**config.mk**
```make
export PLATFORM = sky130hd
export DESIGN_NAME = axi_lite_gpio_flat
export DESIGN_NICKNAME = d
export VERILOG_FILES = /design/src/rtl/gpio_pkg.sv /design/src/rtl/axi_lite_gpio_if.sv /design/src/rtl/gpio_in_sync.sv /design/src/rtl/axi_lite_gpio.sv /design/src/flat_wrapper.sv
export SDC_FILE = /design/constraint.sdc
export NUM_CORES = 1
export LEC_CHECK = 0
export ABC_AREA = 1
export CELL_PAD_IN_SITES_DETAIL_PLACEMENT = 0
export CELL_PAD_IN_SITES_GLOBAL_PLACEMENT = 2
export CORE_MARGIN = 2
export CORE_UTILIZATION = 33
export DETAILED_ROUTE_END_ITERATION = 8
export PLACE_DENSITY_LB_ADDON = 0.15
export SLEW_MARGIN = 20
export SYNTH_ARGS = -nofsm -noshare
export SYNTH_HDL_FRONTEND = slang
export SYNTH_SLANG_ARGS = --single-unit
export TNS_END_PERCENT = 100
```
**constraint.sdc**
```tcl
create_clock -name clk -period 2.55 [get_ports clk]
set_clock_uncertainty 0.1 [all_clocks]
set_input_delay 0.255 -clock clk [delete_from_list [all_inputs] [get_ports clk]]
set_output_delay 0.255 -clock clk [all_outputs]
set_load 0.05 [all_outputs]
```
**src/rtl/gpio_pkg.sv**
```systemverilog
// Shared constants, FSM encodings and payload types for the AXI4-Lite GPIO block.
package gpio_pkg;

    localparam int unsigned DATA_W    = 32;
    localparam int unsigned STRB_W    = DATA_W / 8;
    localparam int unsigned REG_OFF_W = 5;

    localparam logic [REG_OFF_W-1:0] OFF_OUT      = 5'h00;
    localparam logic [REG_OFF_W-1:0] OFF_SET      = 5'h04;
    localparam logic [REG_OFF_W-1:0] OFF_CLR      = 5'h08;
    localparam logic [REG_OFF_W-1:0] OFF_IN       = 5'h0C;
    localparam logic [REG_OFF_W-1:0] OFF_IRQ_EN   = 5'h10;
    localparam logic [REG_OFF_W-1:0] OFF_IRQ_STAT = 5'h14;

    localparam logic [1:0] RESP_OKAY   = 2'b00;
    localparam logic [1:0] RESP_SLVERR = 2'b10;

    typedef enum logic { W_IDLE, W_RESP } wr_state_t;
    typedef enum logic { R_IDLE, R_DATA } rd_state_t;

    typedef struct packed {
        logic [DATA_W-1:0] data;
        logic [STRB_W-1:0] strb;
    } wbeat_t;

    // Expand byte strobes to a per-bit write mask.
    function automatic logic [DATA_W-1:0] strb_mask(input logic [STRB_W-1:0] strb);
        logic [DATA_W-1:0] m;
        m = '0;
        for (int i = 0; i < int'(STRB_W); i++) begin
            m[8*i +: 8] = {8{strb[i]}};
        end
        return m;
    endfunction

endpackage

```
**src/rtl/axi_lite_gpio_if.sv**
```systemverilog
// AXI4-Lite bus bundle between the SoC interconnect (master) and the GPIO slave.
interface axi_lite_gpio_if #(
    parameter int unsigned ADDR_W = 8
) ();
    logic              awvalid;
    logic              awready;
    logic [ADDR_W-1:0] awaddr;
    logic              wvalid;
    logic              wready;
    logic [31:0]       wdata;
    logic [3:0]        wstrb;
    logic              bvalid;
    logic              bready;
    logic [1:0]        bresp;
    logic              arvalid;
    logic              arready;
    logic [ADDR_W-1:0] araddr;
    logic              rvalid;
    logic              rready;
    logic [31:0]       rdata;
    logic [1:0]        rresp;

    modport master (
        output awvalid, awaddr, wvalid, wdata, wstrb, bready, arvalid, araddr, rready,
        input  awready, wready, bvalid, bresp, arready, rvalid, rdata, rresp
    );

    modport slave (
        input  awvalid, awaddr, wvalid, wdata, wstrb, bready, arvalid, araddr, rready,
        output awready, wready, bvalid, bresp, arready, rvalid, rdata, rresp
    );
endinterface

```
**src/rtl/gpio_in_sync.sv**
```systemverilog
// Two-flop synchronizer for asynchronous GPIO inputs plus a history flop for rising-edge detect.
module gpio_in_sync #(
    parameter int unsigned W = 32
) (
    input  logic         clk,
    input  logic         reset,
    input  logic [W-1:0] din,
    output logic [W-1:0] sync,
    output logic [W-1:0] rise
);

    logic [W-1:0] meta;
    logic [W-1:0] prev;

    // Flops reset low so an input already high at reset release reports one edge.
    always_ff @(posedge clk) begin
        if (reset) begin
            meta <= '0;
            sync <= '0;
            prev <= '0;
        end else begin
            meta <= din;
            sync <= meta;
            prev <= sync;
        end
    end

    assign rise = sync & ~prev;

endmodule

```
**src/rtl/axi_lite_gpio.sv**
```systemverilog
// AXI4-Lite GPIO slave: OUT with set/clear aliases, synchronized IN, rising-edge IRQ status.
module axi_lite_gpio
    import gpio_pkg::*;
#(
    parameter int unsigned ADDR_W    = 8,
    parameter int unsigned GPIO_W    = 32,
    parameter logic [31:0] OUT_RESET = 32'h0
) (
    input  logic              clk,
    input  logic              reset,
    axi_lite_gpio_if.slave    s,
    input  logic [GPIO_W-1:0] gpio_in,
    output logic [GPIO_W-1:0] gpio_out,
    output logic              irq
);

    wr_state_t         wr_state, wr_state_n;
    logic              aw_ready, aw_ready_n;
    logic              w_ready, w_ready_n;
    logic              aw_got, aw_got_n;
    logic              w_got, w_got_n;
    logic [ADDR_W-1:0] aw_addr_q, aw_addr_n;
    wbeat_t            wbeat_q, wbeat_n;
    logic              bvalid, bvalid_n;
    logic [1:0]        bresp, bresp_n;

    rd_state_t         rd_state, rd_state_n;
    logic              ar_ready, ar_ready_n;
    logic              rvalid, rvalid_n;
    logic [31:0]       rdata, rdata_n;
    logic [1:0]        rresp, rresp_n;

    logic [GPIO_W-1:0] out_q, out_n;
    logic [GPIO_W-1:0] en_q, en_n;
    logic [GPIO_W-1:0] stat_q, stat_n;
    logic [GPIO_W-1:0] in_sync, in_rise;

    logic                 do_write;
    logic [ADDR_W-1:0]    wr_addr;
    wbeat_t               wr_beat;
    logic [REG_OFF_W-1:0] wr_off, rd_off;
    logic                 wr_upper_ok, rd_upper_ok, wr_err;
    logic [GPIO_W-1:0]    wr_d, wr_m;
    logic                 unused_addr_lsbs;

    gpio_in_sync #(.W(GPIO_W)) u_in_sync (
        .clk   (clk),
        .reset (reset),
        .din   (gpio_in),
        .sync  (in_sync),
        .rise  (in_rise)
    );

    always_ff @(posedge clk) begin
        if (reset) begin
            wr_state  <= W_IDLE;
            aw_ready  <= 1'b0;
            w_ready   <= 1'b0;
            aw_got    <= 1'b0;
            w_got     <= 1'b0;
            aw_addr_q <= '0;
            wbeat_q   <= '0;
            bvalid    <= 1'b0;
            bresp     <= RESP_OKAY;
            rd_state  <= R_IDLE;
            ar_ready  <= 1'b0;
            rvalid    <= 1'b0;
            rdata     <= '0;
            rresp     <= RESP_OKAY;
            out_q     <= GPIO_W'(OUT_RESET);
            en_q      <= '0;
            stat_q    <= '0;
            irq       <= 1'b0;
        end else begin
            wr_state  <= wr_state_n;
            aw_ready  <= aw_ready_n;
            w_ready   <= w_ready_n;
            aw_got    <= aw_got_n;
            w_got     <= w_got_n;
            aw_addr_q <= aw_addr_n;
            wbeat_q   <= wbeat_n;
            bvalid    <= bvalid_n;
            bresp     <= bresp_n;
            rd_state  <= rd_state_n;
            ar_ready  <= ar_ready_n;
            rvalid    <= rvalid_n;
            rdata     <= rdata_n;
            rresp     <= rresp_n;
            out_q     <= out_n;
            en_q      <= en_n;
            stat_q    <= stat_n;
            irq       <= |(stat_q & en_q);
        end
    end

    // Write channel: AW and W captured independently; the update fires when both are held.
    always_comb begin
        wr_state_n = wr_state;
        aw_ready_n = aw_ready;
        w_ready_n  = w_ready;
        aw_got_n   = aw_got;
        w_got_n    = w_got;
        aw_addr_n  = aw_addr_q;
        wbeat_n    = wbeat_q;
        bvalid_n   = bvalid;
        bresp_n    = bresp;
        do_write   = 1'b0;
        wr_addr    = aw_addr_q;
        wr_beat    = wbeat_q;
        case (wr_state)
            W_IDLE: begin
                if (s.awvalid && aw_ready) begin
                    aw_got_n  = 1'b1;
                    aw_addr_n = s.awaddr;
                    wr_addr   = s.awaddr;
                end
                if (s.wvalid && w_ready) begin
                    w_got_n = 1'b1;
                    wbeat_n = '{data: s.wdata, strb: s.wstrb};
                    wr_beat = '{data: s.wdata, strb: s.wstrb};
                end
                if (aw_got_n && w_got_n) begin
                    do_write   = 1'b1;
                    wr_state_n = W_RESP;
                    bvalid_n   = 1'b1;
                    bresp_n    = wr_err ? RESP_SLVERR : RESP_OKAY;
                    aw_got_n   = 1'b0;
                    w_got_n    = 1'b0;
                    aw_ready_n = 1'b0;
                    w_ready_n  = 1'b0;
                end else begin
                    aw_ready_n = !aw_got_n;
                    w_ready_n  = !w_got_n;
                end
            end
            W_RESP: begin
                if (s.bready) begin
                    wr_state_n = W_IDLE;
                    bvalid_n   = 1'b0;
                    aw_ready_n = 1'b1;
                    w_ready_n  = 1'b1;
                end
            end
            default: wr_state_n = W_IDLE;
        endcase
    end

    assign wr_off      = {wr_addr[4:2], 2'b00};
    assign wr_upper_ok = (wr_addr >> REG_OFF_W) == '0;
    assign wr_err      = !wr_upper_ok || (wr_off > OFF_IRQ_STAT);
    assign wr_d        = GPIO_W'(wr_beat.data);
    assign wr_m        = GPIO_W'(strb_mask(wr_beat.strb));

    // Register file update; a same-cycle input edge overrides a W1C on IRQ_STAT.
    always_comb begin
        out_n  = out_q;
        en_n   = en_q;
        stat_n = stat_q;
        if (do_write && wr_upper_ok) begin
            case (wr_off)
                OFF_OUT:      out_n  = (out_q & ~wr_m) | (wr_d & wr_m);
                OFF_SET:      out_n  = out_q | (wr_d & wr_m);
                OFF_CLR:      out_n  = out_q & ~(wr_d & wr_m);
                OFF_IRQ_EN:   en_n   = (en_q & ~wr_m) | (wr_d & wr_m);
                OFF_IRQ_STAT: stat_n = stat_q & ~(wr_d & wr_m);
                default: ;
            endcase
        end
        stat_n = stat_n | in_rise;
    end

    assign rd_off      = {s.araddr[4:2], 2'b00};
    assign rd_upper_ok = (s.araddr >> REG_OFF_W) == '0;

    // Read channel: data sampled from pre-write register state at the AR handshake.
    always_comb begin
        rd_state_n = rd_state;
        ar_ready_n = ar_ready;
        rvalid_n   = rvalid;
        rdata_n    = rdata;
        rresp_n    = rresp;
        case (rd_state)
            R_IDLE: begin
                ar_ready_n = 1'b1;
                if (s.arvalid && ar_ready) begin
                    rd_state_n = R_DATA;
                    ar_ready_n = 1'b0;
                    rvalid_n   = 1'b1;
                    rdata_n    = '0;
                    rresp_n    = RESP_OKAY;
                    if (!rd_upper_ok) begin
                        rresp_n = RESP_SLVERR;
                    end else begin
                        case (rd_off)
                            OFF_OUT:      rdata_n = 32'(out_q);
                            OFF_SET:      rdata_n = '0;
                            OFF_CLR:      rdata_n = '0;
                            OFF_IN:       rdata_n = 32'(in_sync);
                            OFF_IRQ_EN:   rdata_n = 32'(en_q);
                            OFF_IRQ_STAT: rdata_n = 32'(stat_q);
                            default:      rresp_n = RESP_SLVERR;
                        endcase
                    end
                end
            end
            R_DATA: begin
                if (s.rready) begin
                    rd_state_n = R_IDLE;
                    rvalid_n   = 1'b0;
                    ar_ready_n = 1'b1;
                end
            end
            default: rd_state_n = R_IDLE;
        endcase
    end

    assign unused_addr_lsbs = ^{wr_addr[1:0], s.araddr[1:0]};

    assign s.awready = aw_ready;
    assign s.wready  = w_ready;
    assign s.bvalid  = bvalid;
    assign s.bresp   = bresp;
    assign s.arready = ar_ready;
    assign s.rvalid  = rvalid;
    assign s.rdata   = rdata;
    assign s.rresp   = rresp;
    assign gpio_out  = out_q;

endmodule

```
**src/flat_wrapper.sv**
```systemverilog
// flat-port wrapper written by rule: the top's interface ports become plain ports
module axi_lite_gpio_flat import gpio_pkg::*;
#(
    parameter int unsigned ADDR_W    = 8,
    parameter int unsigned GPIO_W    = 32,
    parameter logic [31:0] OUT_RESET = 32'h0
)
  (clk, reset, gpio_in, gpio_out, irq, s_awvalid, s_awaddr, s_wvalid, s_wdata, s_wstrb, s_bready, s_arvalid, s_araddr, s_rready, s_awready, s_wready, s_bvalid, s_bresp, s_arready, s_rvalid, s_rdata, s_rresp);
  axi_lite_gpio_if #(.ADDR_W(ADDR_W)) s_i ();
  input  logic clk;
  input  logic reset;
  input  logic [GPIO_W-1:0] gpio_in;
  output logic [GPIO_W-1:0] gpio_out;
  output logic irq;
  input wire logic [$bits(s_i.awvalid)-1:0] s_awvalid;
  input wire logic [$bits(s_i.awaddr)-1:0] s_awaddr;
  input wire logic [$bits(s_i.wvalid)-1:0] s_wvalid;
  input wire logic [$bits(s_i.wdata)-1:0] s_wdata;
  input wire logic [$bits(s_i.wstrb)-1:0] s_wstrb;
  input wire logic [$bits(s_i.bready)-1:0] s_bready;
  input wire logic [$bits(s_i.arvalid)-1:0] s_arvalid;
  input wire logic [$bits(s_i.araddr)-1:0] s_araddr;
  input wire logic [$bits(s_i.rready)-1:0] s_rready;
  output wire logic [$bits(s_i.awready)-1:0] s_awready;
  output wire logic [$bits(s_i.wready)-1:0] s_wready;
  output wire logic [$bits(s_i.bvalid)-1:0] s_bvalid;
  output wire logic [$bits(s_i.bresp)-1:0] s_bresp;
  output wire logic [$bits(s_i.arready)-1:0] s_arready;
  output wire logic [$bits(s_i.rvalid)-1:0] s_rvalid;
  output wire logic [$bits(s_i.rdata)-1:0] s_rdata;
  output wire logic [$bits(s_i.rresp)-1:0] s_rresp;
  assign s_i.awvalid = s_awvalid;
  assign s_i.awaddr = s_awaddr;
  assign s_i.wvalid = s_wvalid;
  assign s_i.wdata = s_wdata;
  assign s_i.wstrb = s_wstrb;
  assign s_i.bready = s_bready;
  assign s_i.arvalid = s_arvalid;
  assign s_i.araddr = s_araddr;
  assign s_i.rready = s_rready;
  assign s_awready = s_i.awready;
  assign s_wready = s_i.wready;
  assign s_bvalid = s_i.bvalid;
  assign s_bresp = s_i.bresp;
  assign s_arready = s_i.arready;
  assign s_rvalid = s_i.rvalid;
  assign s_rdata = s_i.rdata;
  assign s_rresp = s_i.rresp;
  axi_lite_gpio #(.ADDR_W(ADDR_W), .GPIO_W(GPIO_W), .OUT_RESET(OUT_RESET)) u_core (.clk(clk), .reset(reset), .s(s_i), .gpio_in(gpio_in), .gpio_out(gpio_out), .irq(irq));
endmodule
```
## Yosys cells after proc, flatten, opt, wreduce, memory -nomap -nowiden

Index checks and enable logic that the tools add are counted.

- Bitwise logic cells: 16
- Shift-type cells: 0
- $lt $le $gt $ge: 1
- Mux-type cells: 39
- Reduce and logical (&&, ||, !) cells: 23
- Add/subtract/negate cells: 0
- Multipliers: 0
- Equality and inequality tests: 13
- Divide/modulo/power cells: 0

Operators by type and width:

| operator | number |
|---|---|
| bitwise AND 32 bit | 7 |
| OR 32 bit | 4 |
| case mux 32 bit (4 select lines) | 1 |
| two-way mux 32 bit | 3 |
| NOT 32 bit | 3 |
| case mux 32 bit (3 select lines) | 1 |
| two-way mux 36 bit | 2 |
| OR reduction 32 bit | 1 |
| two-way mux 1 bit | 20 |
| logical NOT 8 bit | 2 |
| two-way mux 8 bit | 2 |
| case mux 1 bit (2 select lines) | 7 |
| AND reduction 2 bit | 7 |
| equality test 3 bit, second input constant | 4 |
| logical NOT 5 bit | 2 |
| equality test 3 x 2 -> 1 bit, second input constant | 3 |
| equality test 3 x 1 -> 1 bit, second input constant | 2 |
| two-way mux 2 bit | 3 |
| OR reduction 6 bit | 1 |
| > comparator 5 bit, second input constant | 1 |
| logical AND 1 bit | 5 |
| != test 2 x 1 -> 1 bit, second input constant | 2 |
| != test 2 bit, second input constant | 2 |
| logical NOT 1 bit | 3 |
| other kinds (3) | 4 |

- Register bits after elaboration: 282
- Bits in read-only memories: 0
- Bits in latches: 0
- Memories: 0
- Memory bits (writable): 0
- Logic and storage cells: 115
- Input bits: 91

## Logic depth before layout (Yosys ltp)

Gate-level depths: netlist of the first run.

- Word-level depth: 9
- Mapped depth: 12

## Modules after synthesis

A second synthesis of the first run with hierarchy kept.

- Cells, all modules: 1556
- Area, all modules: 11364.6 um^2

By module, submodules not included:

| module | cells an instance | instances | area each (um^2) | seq. area each (um^2) |
|---|---|---|---|---|
| axi_lite_gpio | 1225 | 1 | 8430.6 | 3643.5 |
| gpio_in_sync | 331 | 1 | 2934.1 | 1921.8 |

## Worst setup path before layout of the first run

OpenSTA, ideal clock, no wires.

- Kind: register to register
- Start point: register u_core.w_ready (netlist: u_core.s.wready)
- End point: register u_core.out_q[0] (netlist: u_core.gpio_out[0])
- Data required time: 2.318 ns
- Arrival time: 1.911 ns
- Setup slack: 0.407 ns
- Stages on the path, launching flop included: 12
- Buffers on the path: 2
- Cells stage by stage: dfxtp_1 -> nand2_1 -> nor2_4 -> buf_4 -> buf_2 -> o21ai_0 -> nor2_1 -> inv_1 -> nand2_1 -> nand2_1 -> nand2_1 -> a21oi_1

- Cells in the longest elaborated chain, start to end: 8

Ends and longest elaborated chain:

| what | line | RTL |
|---|---|---|
| start, declared | axi_lite_gpio.sv:19 | `logic w_ready, w_ready_n;` |
| start signal, assigned | axi_lite_gpio.sv:77 | `w_ready <= w_ready_n;` |
| logical AND 1 bit * | axi_lite_gpio.sv:117 | `if (s.wvalid && w_ready) begin` |
| two-way mux 1 bit | axi_lite_gpio.sv:117 |  |
| two-way mux 1 bit | axi_lite_gpio.sv:110 | `case (wr_state)` |
| logical AND 1 bit | axi_lite_gpio.sv:122 | `if (aw_got_n && w_got_n) begin` |
| two-way mux 1 bit | axi_lite_gpio.sv:122 |  |
| two-way mux 1 bit | axi_lite_gpio.sv:110 |  |
| logical AND 1 bit | axi_lite_gpio.sv:159 | `if (do_write && wr_upper_ok) begin` |
| AND reduction 2 bit (no line) | -- |  |
| end signal, assigned | axi_lite_gpio.sv:70 | `out_q <= GPIO_W'(OUT_RESET);` |
| end signal, assigned | axi_lite_gpio.sv:89 | `out_q <= out_n;` |
| end, declared | axi_lite_gpio.sv:33 | `logic [GPIO_W-1:0] out_q, out_n;` |

Mark *: on every way between the ends. The rest lies on a longest branch, timed or not. The select of a mux whose other input is x is not followed.
A chain may end at the register's enable or synchronous reset.

## Worst setup path in the final report of the first run

- Start point: register u_core.aw_ready (netlist: u_core.s.awready)
- End point: register u_core.out_q[31] (netlist: u_core.gpio_out[31])

- Cells in the longest elaborated chain, start to end: 8

Ends and longest elaborated chain:

| what | line | RTL |
|---|---|---|
| start, declared | axi_lite_gpio.sv:18 | `logic aw_ready, aw_ready_n;` |
| start signal, assigned | axi_lite_gpio.sv:76 | `aw_ready <= aw_ready_n;` |
| logical AND 1 bit * | axi_lite_gpio.sv:112 | `if (s.awvalid && aw_ready) begin` |
| two-way mux 1 bit | axi_lite_gpio.sv:112 |  |
| two-way mux 1 bit | axi_lite_gpio.sv:110 |  |
| logical AND 1 bit | axi_lite_gpio.sv:122 |  |
| two-way mux 1 bit | axi_lite_gpio.sv:122 |  |
| two-way mux 1 bit | axi_lite_gpio.sv:110 |  |
| logical AND 1 bit | axi_lite_gpio.sv:159 |  |
| AND reduction 2 bit (no line) | -- |  |

Marks and branches as above.

==> reports/qor.yml, run 1 <==
synthesis:
  ys_types: 34
  yosys_warnings: 0
  seq_area_frac_synth_pct: 49.78
  synth_area_um2: 11180
  syn_avg_cell_area_um2: 7.264
  ys_seq_elements: 278
  synthCells: 1539
die:
  core_area_um2: 33450
  die_h_um: 188.1
  die_area_um2: 35360
  std_cell_rows: 67
  pin_count: 165
  initial_core_util_pct: 33.42
  dieWidth_um: 188.1
cts:
  clk_pin_slew_ps: 60
  numCtsBuffers: 31
  cts.repair.resized: 0
  clockBufferDepth: 3
  post_cts_buffers: 0
  cts-root-buf: "clkbuf_16"
  cts_tree: "done"
  cts_sinks: 278
  clk_latency_ps: 570
  htree_levels: 1
cells_and_area:
  area_growth_pct: 28.89
  insertedDiodeCount: 0
  stdcell_area_um2: 14410
  drive_above_1_share_pct: 7.247
  fin_nets: 1779
power_and_ir_drop:
  leakagePower_nw: 5.758
  power_w: 0.01019
  power.density_nw_per_um2: 707.0
  ir_drop_v: 0.0005522
setup_path:
  end_kind: "flop"
  cp.arrival_ps: 2650
  worstSetupPathType: "reg -> reg"
  start_kind: "flop"
  critPathMaxFanout: 9
  crit_required_ps: 2930
outcome:
  status: "complete, no violations"
global_route:
  grt_max_degree: 50
  grt_overflow_total: 0
  grt_pass1_wl_um: 54570
  antenna_found_initial: 1
  grt_pass1_vias: 9507
  track_usage_pct: 19.51
placement:
  placed_cell_area_um2: 13390
  pre_cts_ws_ps: -15.37
  post-dp-hpwl_um: 22870
  portBuffers: 158
  gp_congestion: 0.7728
timing:
  finalMaxSlewViolations: 0
  fmax_mhz: 441.8
  tightest_slew_ps: 677.3
  worst_slack_ps: 286.5
  min_period_ps: 2263
  min_period_over_period_pct: 88.76
  relSlewSlack_pct: 54.84
  rsz0062_at_grt: "no"
  hold_viol_final: 0
  setup_viol: 0
  fin_tns_setup_ps: 0
drt:
  dr.pass1.iters: 5
  routed_via_density: 4.629
  drc: 0
  wl_per_cell_um: 16.14
  ant_nets: 0
  num_vias: 9995
  drtIter0Drc: 550
  wl_um: 34860
worst_hold_path:
  hold_path.class: "in -> reg"
job:
  maxCapViolCount: 0
cells in the final DEF, fill, tap and decap left out, types with 2 or more instances in the layout:
master           count
bufinv_16            3
o21ai_2              4
nor3_4               2
nor2_8               4
nand4_1              4
a221oi_1             4
clkinv_2             5
a21oi_1            106
nand2_2              4
nor2_4               2
o2111ai_1           16
o22ai_1             18
clkbuf_8             4
dfxtp_1            278
o21ai_0             70
conb_1               2
nand3_1            141
inv_2                2
nand3_2              6
nor2_2               3
clkinv_1             2
clkdlybuf4s50_1    157
nand2_1            295
o21ai_1             28
clkbuf_1             9
clkbuf_16           31
clkinvlp_4           2
nor2_1             245
inv_1              208
buf_4               35
buf_12               9
o211ai_1             2
final timing paths:
check	depth (start not counted)	endpoint	slack, ps	from
setup / recovery	10	u_core.gpio_out[31]$_SDFFE_PP0P_	290	u_core.s.awready$_SDFFE_PP0P_
hold / removal	3	u_core.u_in_sync.meta[19]$_SDFF_PP0_	100	gpio_in[19]
setup reg to reg	10	u_core.gpio_out[31]$_SDFFE_PP0P_	290	u_core.s.awready$_SDFFE_PP0P_
hold reg to reg	2	u_core.u_in_sync.sync[6]$_SDFF_PP0_	300	u_core.u_in_sync.meta[6]$_SDFF_PP0_
cell families (layout without fill, tap and decap cells):
group	count (synthesis)	after routing	synth area share (%)
DFF	278	278	49.78
AOI/OAI and AO/OA	249	249	12.23
other	1	2	0.03354
and+or+nand+nor	710	710	27.19
buffers and inverters	301	472	10.77
worst max-delay path: stages, from the launching register on:
cell     delay (ps)
dfxtp_1         440
nand2_1         120
nor2_2          250
nand2_1         110
nand2_2         170
nand3_2         340
nand3_2         330
nand2_1          90
nand2_1          60
nand2_1          50
a21oi_1         130
layer usage:
layer	wire, um	share of wire (%)	GRT usage, %
met5	13	0.037	0
met4	592	1.7	4.361
met3	1807	5.2	2.639
met2	14950	43	30.33
met1	17490	50	28.60
layout make-up:
class | instances | area [um2]
Clock inverter | 12 | 147.6
Tap cell | 448 | 560.5
Multi-Input combinational cell | 961 | 4433
Sequential cell | 278 | 5565
Fill cell | 3468 | 19040
Inverter | 213 | 802.0
Timing Repair Buffer | 203 | 2036
Clock buffer | 44 | 864.6
where the power goes:
group	total, W	internal, W	switching, W
combinational	0.00114	0.000390	0.000748
clock	0.00448	0.00265	0.00183
sequential	0.00457	0.00451	0.0000617
total	0.0102	0.00755	0.00264
per-stage QoR:
stage                     hold WS, ps  utilization [%]  std cells
after floorplan                 262.0                -       1540
final                           97.80            43.08       2159
after global routing            83.65            43.08       2159
after CTS                       73.09            43.08       2159
after global placement          290.0            40.02       2102
after detailed placement        293.8            40.02       2102
cell usage after synthesis:
cell	n	area, um2
a21oi_1	106	530.5
a221oi_1	4	35.03
a22o_1	1	8.760
buf_1	2	7.510
buf_2	24	120.1
buf_4	3	22.52
buf_6	4	45.04
clkbuf_1	55	206.5
clkinv_1	2	7.510
conb_1	1	3.750
dfxtp_1	278	5565
inv_1	208	780.8
inv_2	2	7.510
inv_4	1	6.260
nand2_1	295	1107
nand2_2	4	25.02
nand2_4	1	11.26
nand2_8	1	20.02
nand3_1	142	710.7
nand3_2	5	50.05
nand3_4	1	17.52
nand4_1	4	25.02
nor2_1	246	923.4
nor2_2	3	18.77
nor2_4	1	11.26
nor2_8	4	80.08
nor3_4	2	32.53
nor4_1	1	6.260
o2111ai_1	16	140.1
o211ai_1	2	15.01
o21ai_0	70	350.3
o21ai_1	28	140.1
o21ai_2	4	35.03
o22ai_1	18	112.6
timing repair:
item	in CTS	in global routing
setup endpoints to repair	0	0
endpoints found under the hold margin	34	0
hold buffers	1	0
(Power assumes the default switching activity.)
==> run 2: changes to the inputs <==
- REMOVE_ABC_BUFFERS: default -> 1
- SLEW_MARGIN: 20 -> 5
==> run 2 against run 1 <==
Utilization increased by 0.54 points. Global-route usage increased by 0.23 points. First-iteration DRC count increased by 9.5%. Worst setup slack improved by 110 ps. Sequential share of layout area decreased by 0.47 points. Clock power increased by 7.4%. Register-to-register slack improved by 110 ps. Sequential cell count unchanged. Non-clock buffer count increased by 4. Final cell count increased by 0.37%.
==> reports/qor.yml, run 2 (synthesized netlist as in run 1, its figures left out) <==
worst_hold_path:
  whs_endpoint: "u_core.u_in_sync.meta[16]$_SDFF_PP0_"
  hold_path.class: "in -> reg"
  hold_depth: 3  # unchanged
  holdCritStartpoint: "gpio_in[16]"
setup_path:
  cp_num_cells: 1  # -9
  critPathBufInv: 1  # +1
  end_kind: "primary output"
  r2r_start: "u_core.s.awready$_SDFFE_PP0P_"
  crit_slowest_cell: "clkdlybuf4s50_1"
  start_kind: "flop"
  cpPeakStageDelay_ps: 850  # +410 ps
  cp_top_family: "buffers and inverters"
  crit_chain: "clkdlybuf4s50_1"
  r2r_end: "u_core.gpio_out[2]$_SDFFE_PP0P_"
  critPathMaxFanout: 5  # -4
  crit_required_ps: 2190  # -740 ps
  ff2ff_path_depth: 10  # unchanged
  worstSetupPathType: "reg -> out"
  cp.arrival_ps: 1800  # -850 ps
  rrSetupSlack_ps: 400  # +110 ps
cells_and_area:
  most-common-layout-cells: "nand2_1 (295), dfxtp_1 (278), nor2_1 (244)"
  fin_util_pct: 43.61  # +0.54 points
  num-fill-cells: 3423  # -1.3%
  area_growth_pct: 30.49
  fin_nets: 1786  # +0.39%
  drive_above_1_share_pct: 7.912  # +0.66 points
  insertedDiodeCount: 0  # unchanged
  final_common_cell: "nand2_1"
cts:
  htree_levels: 2  # +1
  post_cts_buffers: 0  # unchanged
  clk_pin_slew_ps: 60  # about the same
  numCtsBuffers: 34  # +9.7%
  cts-root-buf: "clkbuf_16"
  clockBufferDepth: 3  # unchanged
  clk_latency_ps: 510  # -60 ps
  cts_tree: "done"
  cts_sinks: 278  # unchanged
power_and_ir_drop:
  leakagePower_nw: 5.858  # +1.7%
  ir_drop_v: 0.0003887  # -30%
  power.density_nw_per_um2: 722.5  # +2.2%
drt:
  routed_via_density: 4.686  # +1.2%
  wl_um: 34800  # -0.15%
  ant_nets: 0  # unchanged
  num_vias: 10154  # +1.6%
  drtIter0Drc: 602  # +9.5%
  drc: 0  # unchanged
  dr.pass1.iters: 5  # unchanged
  wl_per_cell_um: 16.06  # -0.52%
timing:
  finalMaxSlewViolations: 0  # unchanged
  rsz0062_at_grt: "no"
  fin_tns_setup_ps: 0  # unchanged
  min_period_ps: 2156  # -107.1 ps
  tightest_slew_ps: 553.8  # -123.4 ps
  setup_viol: 0  # unchanged
  min_period_over_period_pct: 84.56  # -4.2 points
  fmax_mhz: 463.7  # +5.0%
  hold_viol_final: 0  # unchanged
  relSlewSlack_pct: 62.96  # +8.1 points
global_route:
  grt_pass1_wl_um: 54680  # +0.21%
  grt_pass1_vias: 9684  # +1.9%
  grt_overflow_total: 0  # unchanged
  track_usage_pct: 19.74  # +0.23 points
  grt_max_degree: 75  # +50%
  antenna_found_initial: 0  # -1
placement:
  gp_congestion: 0.7598  # -1.7%
  post-dp-hpwl_um: 22480  # -1.7%
  portBuffers: 158  # unchanged
die:
  die_area_um2: 35360  # unchanged
  initial_core_util_pct: 33.42  # unchanged
  core_area_um2: 33450  # unchanged
  dieWidth_um: 188.1  # unchanged
  std_cell_rows: 67  # unchanged
  pin_count: 165  # unchanged
  die_h_um: 188.1  # unchanged
job:
  maxCapViolCount: 0  # unchanged
outcome:
  status: "complete, no violations"
## run 2: cell count changes in the layout (fill, tap and decap cells not counted)
| cell | delta |
|---|---|
| buf_12 | +4 |
| clkbuf_16 | +4 |
| clkinv_2 | +4 |
| clkbuf_1 | -3 |
| clkbuf_8 | +3 |
| clkinvlp_4 | -2 |
| bufinv_16 | -1 |
| clkinv_4 | -1 |
| nor2_1 | -1 |
| nor2_2 | +1 |
## run 2: area by class of cell
type / count / area, um2 / share of cell area, %
inverter: 213 / 802.0 / 5.498
clock buffer: 48 / 994.7 / 6.819
timing repair buffer: 207 / 2116 / 14.50
tap: 448 / 560.5 / 3.843
multi-input combinational: 961 / 4436 / 30.41
sequential: 278 / 5565 / 38.15
clock inverter: 12 / 113.9 / 0.7805
## run 2: worst max-delay path by stage
stage	start	to	slack (ps)
global route	u_core.s.awready$_SDFFE_PP0P_	u_core.gpio_out[5]$_SDFFE_PP0P_	160
global placement	s_awvalid	u_core.gpio_out[20]$_SDFFE_PP0P_	70
floorplan	u_core.s.arready$_SDFFE_PP0P_	u_core.s.rdata[0]$_SDFFE_PP0P_	-1740
CTS	u_core.s.awready$_SDFFE_PP0P_	u_core.gpio_out[2]$_SDFFE_PP0P_	370
finish	u_core.s.awready$_SDFFE_PP0P_	s_awready	390
detailed placement	s_awvalid	u_core.gpio_out[4]$_SDFFE_PP0P_	30
## run 2: stage by stage
step / area, um2 / hold slack [ps] / setup WS, ps / std cells / total power, W
after global placement: 13470 / 291.7 / 65.60 / 2106 / 0.005825
final: 14590 / 155.0 / 393.6 / 2167 / 0.01054
after floorplan: 10780 / 224.1 / -1737 / 1452 / 0.005231
after detailed placement: 13470 / 294.9 / 26.94 / 2106 / 0.005837
after global routing: 14590 / 148.6 / 159.1 / 2167 / 0.01101
after CTS: 14590 / 137.9 / 371.8 / 2167 / 0.01069
## run 2: report_power, final
group,internal [W],switching [W]
Sequential,0.00451,0.0000619
Clock,0.00292,0.00189
Combinational,0.000412,0.000752
## run 2: layer usage
metal | track usage, % | part of all wire [%] | routed length (um) | vias up
met1 | 27.43 | 48 | 16840 | 4710
li1 | - | - | - | 5170
met5 | 0 | 0 | 0 | -
met4 | 5.360 | 2.2 | 756 | 0
met3 | 3.144 | 4.3 | 1490 | 53
met2 | 31.73 | 45 | 15720 | 221
## run 2: timing repair
action | in CTS | in global routing
setup endpoints to repair | 0 | 0
hold endpoints to repair | 16 | 0
hold buffers | 1 | 0
resized for setup | 0 | 0
==> run 3: changes to the inputs <==
- CORE_UTILIZATION: 33 -> 28
- clock period: 2.55 -> 1.84 ns (I/O delays scaled with it)
==> run 3 against run 2 <==
The flow now finishes with violations (setup timing). Routed wire length up 17%. Critical path depth up 11. Cell area up 14%. Via count is 5.5% higher. Worst hold slack worse by 92 ps.
==> reports/qor.yml, run 3 (synthesized netlist as in run 1, its figures left out) <==
setup_path:
  cp_num_cells: 12  # +11
  crit_required_ps: 2190  # about the same
  critPathMaxFanout: 8  # +3
  cp_top_family: "simple AND/OR/NAND/NOR gates"
  end_kind: "flop"
  crit_slowest_cell: "dfxtp_2"
  ff2ff_path_depth: 12  # +2
  cpMostUsedCell: "nand2_2"
  crit_chain: "buf_6 > nand3_4 > nand2_2 > nand2_2 > nor2_4 > nand2_4 > clkinv_4 > nand2_8 > buf_12 > nor2_8 > nand2_1 > o21ai_1"
  critPathBufInv: 3  # +2
  worstSetupPathType: "reg -> reg"
  cpPeakStageDelay_ps: 350  # -500 ps
  rrSetupSlack_ps: -110  # -510 ps
  cp.arrival_ps: 2300  # +500 ps
  start_kind: "flop"
  r2r_start: "u_core.s.awready$_SDFFE_PP0P_"
placement:
  portBuffers: 158  # unchanged
  gp_congestion: 0.7592  # about the same
  post-dp-hpwl_um: 25840  # +15%
  place_inst: 2251  # +6.9%
  placed_cell_area_um2: 13930  # +3.4%
drt:
  drc: 0  # unchanged
  wl_per_cell_um: 17.27  # +7.5%
  ant_nets: 0  # unchanged
  num_vias: 10715  # +5.5%
  drtIter0Drc: 611  # +1.5%
  routed_via_density: 4.531  # -3.3%
  dr.pass1.iters: 5  # unchanged
  wl_um: 40850  # +17%
cells_and_area:
  num-fill-cells: 4084  # +19%
  fin_cells: 2365  # +9.1%
  drive_above_1_share_pct: 25.82  # +18 points
  area.sequential_um2: 5572  # +0.11%
  area_growth_pct: 48.33
  insertedDiodeCount: 0  # unchanged
  fin_nets: 1907  # +6.8%
  most-common-layout-cells: "dfxtp_1 (275), nand2_1 (263), nor2_1 (212)"
  stdcell_area_um2: 16580  # +14%
  multi_input_area_um2: 5265  # +19%
  final_common_cell: "dfxtp_1"
die:
  initial_core_util_pct: 28.27  # -5.2 points
  die_area_um2: 41540  # +17%
  std_cell_rows: 73  # +9.0%
  pin_count: 165  # unchanged
  die_h_um: 203.8  # +8.4%
  core_area_um2: 39550  # +18%
  dieWidth_um: 203.8  # +8.4%
timing:
  hold_viol_final: 0  # unchanged
  rsz0062_at_grt: "yes"
  min_period_over_period_pct: 105.9
  setup_viol: 50  # +50
  min_period_ps: 1948
  worst_slack_ps: -107.8  # -501.5 ps
  relSlewSlack_pct: 63.16  # +0.20 points
  tightest_slew_ps: 552.5  # -1.294 ps
  fmax_mhz: 513.4
  fin_tns_setup_ps: -2089  # -2089 ps
  finalMaxSlewViolations: 0  # unchanged
cts:
  cts_sinks: 278  # unchanged
  cts_tree: "done"
  htree_levels: 2  # unchanged
  numCtsBuffers: 35  # +2.9%
  clk_latency_ps: 530  # +20 ps
  cts-root-buf: "clkbuf_16"
  clk_pin_slew_ps: 60  # about the same
  clockBufferDepth: 3  # unchanged
global_route:
  grt_pass1_wl_um: 61420  # +12%
  antenna_found_initial: 0  # unchanged
  grt_overflow_total: 0  # unchanged
  grt_max_degree: 93  # +24%
  track_usage_pct: 19.62  # -0.12 points
  grt_pass1_vias: 10148  # +4.8%
worst_hold_path:
  hold_depth: 3  # unchanged
  whs_endpoint: "u_core.u_in_sync.sync[20]$_SDFF_PP0_"
  holdCritStartpoint: "reset"
  hold_path.class: "in -> reg"
power_and_ir_drop:
  leakagePower_nw: 6.763  # +15%
  ir_drop_v: 0.0004691  # +21%
  power.density_nw_per_um2: 935.5  # +29%
outcome:
  violations: "setup timing"
  status: "finished, violations left"
job:
  maxCapViolCount: 0  # unchanged
-- run 3: cell types whose count changed in the layout (fill, tap and decap cells not counted), moves of 23 or more --
cell	delta
nor2_4	+23
buf_4	+145
a21oi_2	+25
clkdlybuf4s50_1	-72
nand2_2	+26
o21ai_0	-31
nand3_1	-35
nor2_1	-32
a21oi_1	-25
nand2_1	-32
-- run 3: per-layer routing --
metal / share of wire [%] / wire (um) / GRT usage, %
met1: 47 / 19220 / 27.09
met4: 2.0 / 816 / 5.735
met5: 0 / 0 / 0
met2: 46 / 18930 / 31.44
met3: 4.6 / 1886 / 3.221
-- run 3: where the power goes --
group / internal, W / switching, W / leakage (nW)
Clock: 0.00414 / 0.00263 / 0.548
Combinational: 0.00100 / 0.00139 / 3.95
Sequential: 0.00625 / 0.0000949 / 2.27
Total: 0.0114 / 0.00412 / 6.76
-- run 3: worst min-delay path: cells and delay by family --
| kind | cells | cell delay (ps) |
|---|---|---|
| buffers and inverters | 2 | 350 |
| AND/OR/NAND/NOR | 1 | 120 |
-- run 3: through the flow --
step | util [%] | hold WS [ps] | power (W) | setup slack [ps]
finish | 41.93 | 62.83 | 0.01551 | -107.8
global route | 41.93 | 64.54 | 0.01621 | -226.2
floorplan | - | 153.1 | 0.007249 | -2447
CTS | 40.53 | 34.12 | 0.01558 | -116.3
global placement | 35.22 | 289.4 | 0.008315 | -459.6
detailed placement | 35.22 | 291.6 | 0.008321 | -500.6
-- run 3: worst max path at each step --
| stage | startpoint | to | slack (ps) |
|---|---|---|---|
| floorplan | u_core.s.arready$_SDFFE_PP0P_ | u_core.s.rdata[0]$_SDFFE_PP0P_ | -2450 |
| global placement | s_awvalid | flop | -460 |
| detailed placement | s_awvalid | u_core.gpio_out[2]$_SDFFE_PP0P_ | -500 |
| CTS | u_core.s.awready$_SDFFE_PP0P_ | u_core.gpio_out[5]$_SDFFE_PP0P_ | -120 |
| global route | u_core.s.awready$_SDFFE_PP0P_ | flop | -230 |
| finish | u_core.s.awready$_SDFFE_PP0P_ | flop | -110 |
-- run 3: cell type report --
| type | instances | area share (%) |
|---|---|---|
| flip-flops and latches | 278 | 33.60 |
| inverters | 213 | 4.882 |
| repair buffers | 323 | 19.03 |
| multi-input cells | 965 | 31.75 |
| clock buffers | 59 | 6.565 |
| well taps | 525 | 3.961 |
| clock inverters | 2 | 0.2113 |
-- run 3: repair_timing --
action,in CTS,in global routing
resized for setup,163,120
pin swaps,66,56
setup endpoints to repair,99,99
gates cloned,11,2
endpoints found under the hold margin,0,0
hold buffers,0,0
setup buffers,30,16
